## config.mk

```make
export PLATFORM = sky130hd
export DESIGN_NAME = booth_dot_acc
export DESIGN_NICKNAME = d
export VERILOG_FILES = /design/src/rtl/booth_dot_acc.sv
export SDC_FILE = /design/constraint.sdc
export NUM_CORES = 1
export LEC_CHECK = 0
export BUFFER_PORTS_ARGS = -buffer_cell sky130_fd_sc_hd__buf_2
export CORE_MARGIN = 10
export CORE_UTILIZATION = 60
export DETAILED_ROUTE_END_ITERATION = 7
export GPL_TIMING_DRIVEN = 0
export PLACE_DENSITY = 0.79
export SLEW_MARGIN = 0
export SYNTH_ARGS = -nofsm -noshare
export SYNTH_HDL_FRONTEND = slang
export SYNTH_SLANG_ARGS = --single-unit
```

## constraint.sdc

```tcl
create_clock -name clk -period 4 [get_ports clk]
set_input_delay 1.2 -clock clk [delete_from_list [all_inputs] [get_ports clk]]
set_output_delay 1.2 -clock clk [all_outputs]
set_load 0.03 [all_outputs]
```

## src/rtl/booth_dot_acc.sv

```systemverilog
// rtl/booth_dot_acc.sv - operand FIFO, Booth multiplier sequencer and dot-product accumulator
// Buffers signed 4-bit pairs, issues them one at a time, sums LEN products.
module booth_dot_acc #(
   parameter int DEPTH = 4,
   parameter int LEN   = 4,
   parameter int ACC_W = 12
) (
   input  logic             clk,
   input  logic             rst,
   input  logic             in_valid,
   output logic             in_ready,
   input  logic [3:0]       in_x,
   input  logic [3:0]       in_y,
   output logic             mul_start,
   output logic [3:0]       mul_x,
   output logic [3:0]       mul_y,
   input  logic             mul_valid,
   input  logic [7:0]       mul_z,
   output logic             out_valid,
   output logic [ACC_W-1:0] out_sum,
   output logic             busy
);

   localparam int AW = (DEPTH > 1) ? $clog2(DEPTH) : 1;
   localparam int CW = (LEN > 1) ? $clog2(LEN) : 1;
   localparam logic [CW-1:0] LAST = CW'(LEN - 1);

   typedef enum logic [1:0] {IDLE, ISSUE, WAIT} state_t;

   state_t            state;
   logic [7:0]        fifo_mem [DEPTH];
   logic [AW:0]       wr_ptr;
   logic [AW:0]       rd_ptr;
   logic              empty;
   logic              full;
   logic              push;
   logic              pop;
   logic [ACC_W-1:0]  acc;
   logic [ACC_W-1:0]  acc_next;
   logic [CW-1:0]     pair_cnt;
   logic signed [7:0] z_s;

   // Pointers carry one extra wrap bit so full and empty are distinguishable.
   assign empty    = (wr_ptr == rd_ptr);
   assign full     = (wr_ptr[AW] != rd_ptr[AW]) && (wr_ptr[AW-1:0] == rd_ptr[AW-1:0]);
   assign in_ready = !full;
   assign push     = in_valid && in_ready;
   assign pop      = (state == IDLE) && !empty;

   assign mul_start = (state == ISSUE);
   assign busy      = (state != IDLE) || !empty;

   assign z_s      = mul_z;
   assign acc_next = acc + ACC_W'(z_s);

   always_ff @(posedge clk) begin
      if (push) begin
         fifo_mem[wr_ptr[AW-1:0]] <= {in_x, in_y};
      end
   end

   always_ff @(posedge clk or negedge rst) begin
      if (!rst) begin
         wr_ptr <= '0;
      end else if (push) begin
         wr_ptr <= wr_ptr + (AW+1)'(1);
      end
   end

   // mul_x/mul_y only load on a pop, so they stay put for the whole multiply.
   always_ff @(posedge clk or negedge rst) begin
      if (!rst) begin
         state     <= IDLE;
         rd_ptr    <= '0;
         mul_x     <= '0;
         mul_y     <= '0;
         acc       <= '0;
         pair_cnt  <= '0;
         out_valid <= 1'b0;
         out_sum   <= '0;
      end else begin
         out_valid <= 1'b0;
         case (state)
            IDLE: begin
               if (pop) begin
                  {mul_x, mul_y} <= fifo_mem[rd_ptr[AW-1:0]];
                  rd_ptr         <= rd_ptr + (AW+1)'(1);
                  state          <= ISSUE;
               end
            end
            ISSUE: begin
               state <= WAIT;
            end
            WAIT: begin
               if (mul_valid) begin
                  if (pair_cnt == LAST) begin
                     out_sum   <= acc_next;
                     out_valid <= 1'b1;
                     acc       <= '0;
                     pair_cnt  <= '0;
                  end else begin
                     acc      <= acc_next;
                     pair_cnt <= pair_cnt + CW'(1);
                  end
                  state <= IDLE;
               end
            end
            default: begin
               state <= IDLE;
            end
         endcase
      end
   end

endmodule

```

==> reports/qor.csv <==
metric,value,unit
area share of the largest cell type after synthesis,0.3173,
layout cells sized above 1,0.2876,
post-CTS setup repair buffer count,0,
crit path capture type,flop,
die span in y,95.18,um
Routed Antenna Nets,0,
IO Pins,44,
dominant cell type by area after synthesis,dfrtp_1,
Least-Margin Pin Slew,0.9766,ns
total CTS buffers,9,
width of the die,95.18,um
Synth Instances,247,
Power Dens Cells,853.1,nW/um^2
CP required,4.24,ns
Synth Flop Type,dfrtp_1,
YS warnings,0,
root buffer cell,clkbuf_8,
largest family of logic cells by synthesized area,multiplexers,
worst hold path type,flop to flop,
Max Fclk,332.5,MHz
Initial Utilization,0.6158,
Final Skew,0.01019,ns
Initial DRC Count,159,
number of cell rows,27,
PortBufs,43,
"Avg Cell Area, Syn",13.73,sq um
final net count,339,
final setup violation count,0,
"EDFF count, synth",32,
H-tree levels,3,
die area,9058,sq um
flop and latch count out of synthesis,75,
Num Clock Sinks,75,
Pre-antenna DRT Iters,4,
Leakage,1.773,nW
worst reg2reg setup slack,1.59,ns
initial antenna violation count,0,
mapped cell area,3391,sq um
HPWL Detailed,4.650,mm
register area share after synthesis,0.6007,
core area,5507,sq um
Post-CTS Hold Fix Bufs,0,
Peak supply drop,488.8,uV
final hold violation count,0,
Worst EP arrival,3.25,ns
# resized after CTS,0,
first-pass GRT wire length,10.77,mm
RePlAce Congestion,0.8802,
Global Route Usage Sum,0.1550,
filler cell count,371,
syn nets,285,
family with the most delay on the worst path,compound AO/OA/AOI/OAI gates,
CP Max Fanout,3,
WL final,6.511,mm
mux cell area share after synthesis,0.09963,
Synth-to-Final Area Change,15.79,%
Synth Area in Adders,0.06863,
Area contributors post-synth,"dfrtp_1, edfxtp_1, ha_1, mux4_2, mux2_2",
worst hold slack,0.4856,ns
Bufs on Longest Clock Path,2,
Setup WS post-layout,0.9929,ns
XOR/XNOR share of the synthesized area,0.04797,
status,"finished, final reports clean",
Placed Area,3696,sq um
finished layout cell area,3926,sq um
Simple-Gate Fraction of Synth Area,0.08192,
CP Cell Sequence,buf_2 -> ha_1 -> fa_1 -> a21o_1 -> a221oi_1 -> o21ai_0 -> xor2_1 -> a22o_1,
wire per inst,17.22,um
sum of buffers and inverters on the critical path,1,
GRT overflow,0,
Via density,5.725,
footprint of the multi-input gates,1285,sq um
largest net degree at the start of global routing,44,
Placed Cells,362,
Netlist cell types,40,
TNS Setup,0,ns
period utilization,0.7518,
relative slew slack,0.3489,
Final Critical Period,3.007,ns
Non-Filler Instances,378,
dpl ws,0.6526,ns
clk slew on worst S/H paths,0.08,ns
via count of the routed design,2164,
vias in the first global route,2213,
startpoint types,primary input,
final antenna diode count,0,
fin. max-slew vios,0,
crit path max-delay cell type,a221oi_1,
Setup CP Type,primary input to flop,
max cap viols,0,
Synth async-reset ratio,0.5733,
Reg area,2037,sq um
clk_lat worst skew,0.35,ns
CTS tree,yes,
Compound-Gate Fraction of Synth Area,0.08081,
unrepaired setup endpoints after global routing,no,
Crit path largest cell delay,0.49,ns
DRC,0,
cell usage after synthesis, types with 8 or more instances:
cell / count
dfrtp_1: 43
nand2_1: 33
edfxtp_1: 32
ha_1: 17
mux2_2: 14
o21ai_0: 12
a21oi_1: 8
mux4_2: 8
xnor2_1: 8
xor2_1: 8
placed cells by master (no fill, tap or decap), types with 2 or more instances in the layout:
cell / instances
o31ai_1: 4
nand3_1: 2
edfxtp_1: 32
buf_4: 2
xnor2_1: 8
ha_1: 17
inv_6: 3
nor3_1: 4
nor2_1: 5
and3_1: 5
a22o_1: 5
buf_2: 44
nand4_1: 2
nand2b_1: 2
mux2_2: 14
o21ai_0: 12
inv_1: 5
a21o_1: 5
dfrtp_1: 43
clkbuf_1: 5
clkbuf_8: 9
nand2_1: 33
a21oi_1: 8
mux4_2: 8
bufinv_16: 2
xor2_1: 8
worst register-to-register path, cell delays in order, from the launching register on:
cell,delay (ns)
dfrtp_1,0.38
ha_1,0.22
fa_1,0.41
a21o_1,0.21
a221oi_1,0.50
o21ai_0,0.21
xor2_1,0.19
a22o_1,0.19
final cells by class:
class                      count  area share
sequential                    75      0.5188
clock buffer                   9     0.03155
timing repair buffer          43     0.05481
inverter                       5    0.004780
tap                           72     0.02294
buffer                         9     0.01275
clock inverter                 7     0.02709
multi-input combinational    158      0.3273
per-layer routing:
layer  part of all wire  up-vias  wire, um  GRT usage
li1                   -     1020         -          -
met1               0.45     1075      2905     0.1964
met2               0.47       55      3092     0.2375
met3              0.058       14       379    0.05027
met4              0.020        0       133    0.07107
met5                  0        -         0          0
final timing paths:
kind / start / to / depth (start not counted)
max: mul_z[0] / acc[8] / 8
max reg2reg: acc[0] / acc[8] / 7
min reg2reg: out_sum[10] / out_sum[10] / 2
min in group asynchronous: rst / mul_y[3] / 1
max in group asynchronous: rst / pair_cnt[1] / 1
min: out_sum[10] / out_sum[10] / 2
where the power goes:
part | internal [W] | leakage, nW | switching, W
Combinational | 0.000611 | 0.829 | 0.000850
Sequential | 0.00109 | 0.827 | 0.000138
Clock | 0.000363 | 0.117 | 0.000301
metrics by stage:
| stage | total power, W | util |
|---|---|---|
| floorplan | 0.002333 | - |
| global placement | 0.002648 | 0.6712 |
| detailed placement | 0.002712 | 0.6712 |
| CTS | 0.003382 | 0.7130 |
| global route | 0.003592 | 0.7130 |
| finish | 0.003350 | 0.7130 |
state kept, by name (all words and copies together) (netlist names), 3 cells and up:
name / cells
fifo_mem: 32
mul_y: 4
wr_ptr: 3
acc: 12
rd_ptr: 3
mul_x: 4
out_sum: 12
logic make-up after synthesis:
group                      after synthesis
xor gates and xnor gates                17
AOI/OAI and AO/OA                       41
DFF                                     75
adders and majority gates               18
buffers and inverters                   14
muxes                                   22
and+or+nand+nor                         60
Note: power is estimated with default switching activity, not from simulation.
